File: src/rtl/encoder_32_5.sv
`default_nettype none
// ============================================================================
// Module      : encoder_32_5
// Description : Collects 32 request pulses into a sticky pending register and
//               presents one eligible line as a 5-bit index with valid/ack.
// Revision    : 1.0  initial release
// ============================================================================
module encoder_32_5 #(
   parameter int ROUND_ROBIN = 0
) (
   input  logic        clock,
   input  logic        reset,
   input  logic [31:0] req,
   input  logic [31:0] mask,
   input  logic        ack,
   output logic [4:0]  idx,
   output logic        valid,
   output logic [31:0] pending
);

   localparam logic [0:0] IDLE    = 1'b0;
   localparam logic [0:0] PRESENT = 1'b1;

   logic [0:0]  state;
   logic [31:0] elig;
   logic [31:0] clr;
   logic [4:0]  sel_idx;
   logic        accept;

   // Selection sees only the registered pending bits, never same-cycle req.
   assign elig   = pending & mask;
   assign valid  = (state == PRESENT);
   assign accept = (state == PRESENT) && ack;
   assign clr    = accept ? (32'd1 << idx) : 32'd0;

   generate
      if (ROUND_ROBIN != 0) begin : g_rr
         logic [4:0] rr_ptr;
         logic [4:0] cand;

         // Descending scan so the candidate nearest rr_ptr+1 is assigned last.
         always_comb begin
            sel_idx = 5'd0;
            cand    = 5'd0;
            for (int j = 31; j >= 0; j--) begin
               cand = rr_ptr + 5'd1 + 5'(j);
               if (elig[cand]) begin
                  sel_idx = cand;
               end
            end
         end

         always_ff @(posedge clock) begin
            if (reset) begin
               rr_ptr <= 5'd31;
            end else if (accept) begin
               rr_ptr <= idx;
            end
         end
      end else begin : g_fixed
         always_comb begin
            sel_idx = 5'd0;
            for (int j = 31; j >= 0; j--) begin
               if (elig[j]) begin
                  sel_idx = 5'(j);
               end
            end
         end
      end
   endgenerate

   // A new request on the bit being acknowledged survives as a fresh event.
   always_ff @(posedge clock) begin
      if (reset) begin
         pending <= 32'd0;
         idx     <= 5'd0;
         state   <= IDLE;
      end else begin
         pending <= (pending & ~clr) | req;
         case (state)
            IDLE: begin
               if (elig != 32'd0) begin
                  idx   <= sel_idx;
                  state <= PRESENT;
               end
            end
            PRESENT: begin
               if (ack) begin
                  state <= IDLE;
               end
            end
            default: state <= IDLE;
         endcase
      end
   end

endmodule
`default_nettype wire

File: config.mk
export PLATFORM = sky130hd
export DESIGN_NAME = encoder_32_5
export DESIGN_NICKNAME = d
export VERILOG_FILES = /design/src/rtl/encoder_32_5.sv
export SDC_FILE = /design/constraint.sdc
export NUM_CORES = 1
export LEC_CHECK = 0
export ABC_AREA = 1
export CORE_ASPECT_RATIO = 1.75
export CORE_MARGIN = 2
export CORE_UTILIZATION = 42
export DETAILED_ROUTE_END_ITERATION = 16
export PLACE_DENSITY = 0.83
export SYNTH_ARGS = -nofsm -noshare
export SYNTH_HDL_FRONTEND = slang
export SYNTH_SLANG_ARGS = --single-unit
File: constraint.sdc
create_clock -name clock -period 5.6 [get_ports clock]
set_clock_uncertainty 0.05 [all_clocks]
set_input_delay 1.12 -clock clock [delete_from_list [all_inputs] [get_ports clock]]
set_output_delay 1.12 -clock clock [all_outputs]
set_load 0.02 [all_outputs]
==> impl_results.md, run 1 <==
- Outcome: finished clean
- Latest clock arrival within the worst-skew pair: between 0.2 and 0.3 ns
- Total die area: between 0.005 and 0.006 sq mm
- Fin cells: between 400 and 500
- Ys Warns: 0
- Post-CTS Setup Repair Bufs: 0
- Cell area after synthesis: about 0.0019 sq mm
- Final wirelength: roughly 6.4 mm
- Fmax: 0.327 GHz
- GR Util met1: between 20 and 25%
- DRT Pass-1 Iters: 4
- Dpl ws: roughly 2.2 ns
- Syn Nets: 369
- Crit path depth: 35
- Slowest-stage cell, CP: clkdlybuf4s50_1
- Crit Path Max Fanout: 2
- Final hold vios: 0
- Finished layout cell area: between 0.003 and 0.004 sq mm
- Register area share after synthesis: around two fifths
- Core area: between 0.004 and 0.005 sq mm
- Bufs and invs on worst path: 2
- Hold slack: 0.444 ns
- Maximum VDD drop: 0.227 mV
- Setup crit end kind: flop
- Worst-margin pin slew: 0.612 ns
- Post-route ant nets: 0
- Post-DP HPWL: roughly 5.1 mm
- Gr ovfl total: 0
- Ranking of synthesized cells by area: dfxtp_1, nand2_1, a21oi_1
- # resized after CTS: 0
- CTS tree: built
- Top delay family on crit path: simple AND/OR/NAND/NOR gates
- Post-synth cell types: 21
- Vias: 2322
- Setup WS post-layout: approximately 2.5 ns
- Top cell type's share of synthesized area: 39.2%
- Global-route track usage on met3: under 10%
- Crit path kind: in2reg
- Setup tns final: 0 ns
- Dominant cell type by area after synthesis: dfxtp_1
- I/O pins: about 110
- CTS buffer count: 5
- Startpoint types: input pin
- Clock sink total: 38
- RePlAce Congestion: 0.890
- Slew Viols, Final: 0
- Worst Path Arrival: between 3 and 4 ns
- Crit path required time: 5.78 ns
- Setup-failing EPs final: 0
- Antenna diodes: 0
- Mapped Cells: around 300
- Placed inst area: between 0.003 and 0.004 sq mm
- Initial antenna violation count: 0
- Root buffer cell: clkbuf_8
- Layout cells sized above 1: ~5.4%
- Syn avg cell area: between 6 and 7 sq um
- Relative slew slack: 59.1%
- Clock buffer depth: 2
- Gr usage total: between 20% and 30%
- DR iter-0 viols: 81
- Largest net degree at the start of global routing: 37
- Power Dens Cells: about 230 mW/mm^2
- CP max stage delay: between 0.4 and 0.5 ns
- Worst Reg-to-Reg Cells: 34
- CTS H-tree lvls: 2
- Row count: 32
- Vias/cell: approximately 5.1
- I/O Buffers: approximately 100
- # DRC: 0
- Hold path depth: 2
- Fill cell total of the finished layout: 401
- Initial Util: about 44%
- Max-cap viol count: 0
- Fin nets: about 470
- Area added between synthesis and finish: 60.2%
- RSZ-0062 raised after global routing: no
- Leakage: about 1.4 nW
- First-pass GRT wire length: roughly 9.9 mm
- Die span in x: ~55 microns
- Chip height: around 94 microns
- WL per Instance: around 14 microns
- Cts hold-fix bufs: 0
- GR peak layer: met2
- Placed instance count: roughly 450
- Fraction of the cycle the final worst path needs: 54.6%
- HP Class: reg2reg
- Grt met2 use: 46.4%
- Number of global-route vias before repair: around 2200
- Yosys reg bits: 38
- Most used cell, CP: nand2_1
- Final min period: ~3 ns
- Clock slew at reported path FFs: 0.07 ns
## path summary, 6_finish.rpt
check	from	to	slack (ns)
max	mask[31]	idx[0]$_SDFFE_PP0P_	2.55
max reg2reg	pending[31]$_SDFF_PP0_	idx[0]$_SDFFE_PP0P_	3.45
min reg2reg	pending[12]$_SDFF_PP0_	pending[12]$_SDFF_PP0_	0.44
min	pending[12]$_SDFF_PP0_	pending[12]$_SDFF_PP0_	0.44
## power breakdown
part	total [W]	internal (W)	switching, W
logic	0.000211	0.000106	0.000104
registers	0.000313	0.000291	0.0000220
clock network	0.000194	0.0000993	0.0000946
## cell usage after synthesis
| cell | n |
|---|---|
| clkbuf_1 | 8 |
| o21bai_1 | 1 |
| nand4_1 | 10 |
| nand2_2 | 10 |
| o221a_2 | 1 |
| nand2_1 | 86 |
| a31oi_1 | 2 |
| nor3_1 | 3 |
| o31ai_1 | 1 |
| o21ai_1 | 1 |
| nor2_1 | 23 |
| buf_1 | 1 |
| nand2_4 | 2 |
| o211ai_1 | 1 |
| a21oi_1 | 35 |
| o21ai_0 | 34 |
| a21oi_2 | 1 |
| dfxtp_1 | 38 |
| nand3_1 | 2 |
| inv_1 | 41 |
| or2_1 | 1 |
## sequential cells by signal (all words and copies together), names as in the netlist
register,flops
pending,32
idx,5
valid,1
## cell usage in the layout (no fill, tap or decap)
cell type,synthesis,layout
clkdlybuf4s50_1,0,104
or2_1,1,1
o21ai_1,1,1
o31ai_1,1,1
nor2_1,23,23
nand2_2,10,10
o21bai_1,1,1
o211ai_1,1,1
o221a_2,1,1
nand2_4,2,2
nand2_1,86,86
nand4_1,10,10
clkbuf_8,0,6
clkbuf_1,8,1
a21oi_1,35,35
nand3_1,2,2
dfxtp_1,38,38
clkinv_2,0,1
buf_4,0,1
nor3_1,3,3
o21ai_0,34,34
a21oi_2,1,1
a31oi_1,2,2
inv_1,41,41
## through the flow
step | power, W | utilization [%]
after CTS | 0.000721 | 70.0
after floorplan | 0.000419 | -
final | 0.000718 | 70.0
after global placement | 0.000526 | 68.0
after detailed placement | 0.000529 | 68.0
after global routing | 0.000754 | 70.0
## worst register-to-register path: cells and delay by family, from the launching register on
kind	cells	cell delay [ns]
simple gates	32	1.50
compound gates	1	0.11
buf+inv	1	0.05
flops	1	0.37
## logic make-up after synthesis
group | synth area share [%]
buffers and inverters | 9.66
DFF | 39.2
and+or+nand+nor | 30.3
AOI/OAI and AO/OA | 20.9
## area by class of cell
| class | count | area [sq um] | share of cell area (%) |
|---|---|---|---|
| Clock inverter | 1 | 5.00 | 0.161 |
| Multi-Input combinational cell | 214 | 993 | 31.9 |
| Tap cell | 51 | 63.8 | 2.05 |
| Timing Repair Buffer | 105 | 1050 | 33.7 |
| Sequential cell | 38 | 761 | 24.4 |
| Clock buffer | 7 | 86.3 | 2.77 |
| Inverter | 41 | 154 | 4.95 |
## routing by layer
metal | share of wire, % | vias to the layer above
li1 | - | 1178
met1 | 36 | 1038
met2 | 55 | 88
met3 | 5.0 | 18
met4 | 3.9 | 0
met5 | 0 | -
Note: power is estimated with default switching activity, not from simulation.
==> run 2, diff against run 1 <==
- CORE_UTILIZATION: 42 -> 39
- PLACE_DENSITY: 0.83 -> 0.77
- clock period: 5.6 -> 2.9 ns (I/O delays scaled with it)
==> impl_results.md, run 2 (synthesis results as in run 1) <==
- Outcome: finished clean
- Die span in x: roughly 57 microns
- Leakage: approximately 1.4 nW
- Antenna diodes: 0
- Slowest-stage cell, CP: clkdlybuf4s50_1
- Commonest non-fill, non-tap cell in the layout: clkdlybuf4s50_1
- Area added between synthesis and finish: 61.4%
- Clock buffer depth: 2
- Relative slew slack: about three fifths
- Switch share: between 20% and 30%
- Power Dens Cells: roughly 460 mW/mm^2
- Power Internal: approximately 0.0010 W
- Fmax: 0.383 GHz
- # DRC: 0
- Total die area: approximately 0.0056 sq mm
- Worst-margin pin slew: roughly 0.57 ns
- Largest register FFs: 32
- RePlAce Congestion: 0.919
- DR iter-0 viols: 82
- Post-route ant nets: 0
- Hold slack: approximately 0.44 ns
- Post-CTS Setup Repair Bufs: 0
- Latest clock arrival within the worst-skew pair: 0.29 ns
- Chip height: slightly below 100 microns
- Clk network pwr share: 29.5%
- Fin cells: 460
- Cts hold-fix bufs: 0
- # resized after CTS: 0
- CTS H-tree lvls: 2
- HP Class: reg2reg
- Setup tns final: 0 ns
- Number of global-route vias before repair: approximately 2200
- Vias: around 2400
- Setup-failing EPs final: 0
- Crit path required time: 3.08 ns
- Final wirelength: between 6 and 7 mm
- Sequential share of power: 42.1%
- I/O pins: roughly 110
- Layout cells sized above 1: ~5.7%
- Startpoint types: input pin
- Row count: 34
- Largest Register: pending
- Setup crit end kind: flop
- Post-DP HPWL: 5.24 mm
- Final min period: around 2.6 ns
- Initial Util: slightly below 40%
- First-pass GRT wire length: between 10 and 15 mm
- I/O Buffers: 104
- RSZ-0062 raised after global routing: no
- Placed instance count: roughly 450
- P_sw: around 0.00043 W
- Gr usage total: 23.8%
- Gr ovfl total: 0
- Commonest cells after routing, fill and taps aside: clkdlybuf4s50_1, nand2_1, inv_1, dfxtp_1, a21oi_1
- Max-cap viol count: 0
- Slew Viols, Final: 0
- Worst Path Arrival: roughly 2.8 ns
- Clock sink total: 38
- Vias/cell: roughly 5.1
- Most used cell, CP: nand2_1
- Fin nets: approximately 470
- Comb pwr share: 28.4%
- Clock slew at reported path FFs: roughly 0.07 ns
- WL per Instance: 14.3 microns
- Fraction of the cycle the final worst path needs: between 90% and 100%
- Core area: about 0.0049 sq mm
- Crit Path Max Fanout: 2
- Final hold vios: 0
- Maximum VDD drop: between 0.4 and 0.5 mV
- Largest net degree at the start of global routing: 37
- CTS buffer count: 5
- CTS tree: built
- Root buffer cell: clkbuf_8
- CP max stage delay: 0.46 ns
- DRT Pass-1 Iters: 4
- Initial antenna violation count: 0
- Crit path kind: in2reg
-- run 2: worst max-delay path: cells and delay by family --
family / cells / cell delay, ns
simple gates: 32 / 1.58
compound gates: 1 / 0.10
buf+inv: 2 / 0.52
-- run 2: worst paths after layout --
check	startpoint	slack, ns	to	cells past startpoint
worst min register to register	pending[12]$_SDFF_PP0_	0.44	pending[12]$_SDFF_PP0_	2
worst min-delay path	pending[12]$_SDFF_PP0_	0.44	pending[12]$_SDFF_PP0_	2
worst max-delay path	mask[31]	0.29	idx[0]$_SDFFE_PP0P_	35
worst max register to register	pending[31]$_SDFF_PP0_	0.66	idx[0]$_SDFFE_PP0P_	34
-- run 2: layer usage --
layer | vias to the layer above | routed length, microns | share of wire (%) | GRT usage, %
li1 | 1181 | - | - | -
met1 | 1063 | 2270 | 35 | 24.6
met2 | 95 | 3660 | 56 | 43.4
met3 | 25 | 367 | 5.6 | 4.13
met4 | 0 | 258 | 3.9 | 12.7
met5 | - | 0 | 0 | 0
-- run 2: through the flow --
step	worst slack, ns	power (W)	util [%]	instance area [sq um]
after CTS	0.298	0.00144	64.1	3130
after floorplan	0.689	0.000809	-	1940
after global placement	0.111	0.00102	61.8	3020
after global routing	0.0263	0.00151	64.1	3130
final	0.286	0.00144	64.1	3130
after detailed placement	0.0138	0.00102	61.8	3020
-- run 2: cell type report --
type	count	area, sq um
clock buffers	8	110
fillers	476	1760
inverters	41	154
multi-input cells	214	993
flip-flops and latches	38	761
well taps	54	67.6
repair buffers	105	1050
-- run 2: power groups by stage --
| stage | Clock, W | Sequential [W] | Combinational [W] |
|---|---|---|---|
| 2_1_floorplan | 0 | 0.000652 | 0.000157 |
| 3_3_place_gp | 0 | 0.000615 | 0.000401 |
| 3_5_place_dp | 0 | 0.000616 | 0.000407 |
| 4_1_cts | 0.000430 | 0.000605 | 0.000409 |
| 5_1_grt | 0.000449 | 0.000612 | 0.000445 |
| 6_report | 0.000424 | 0.000605 | 0.000408 |
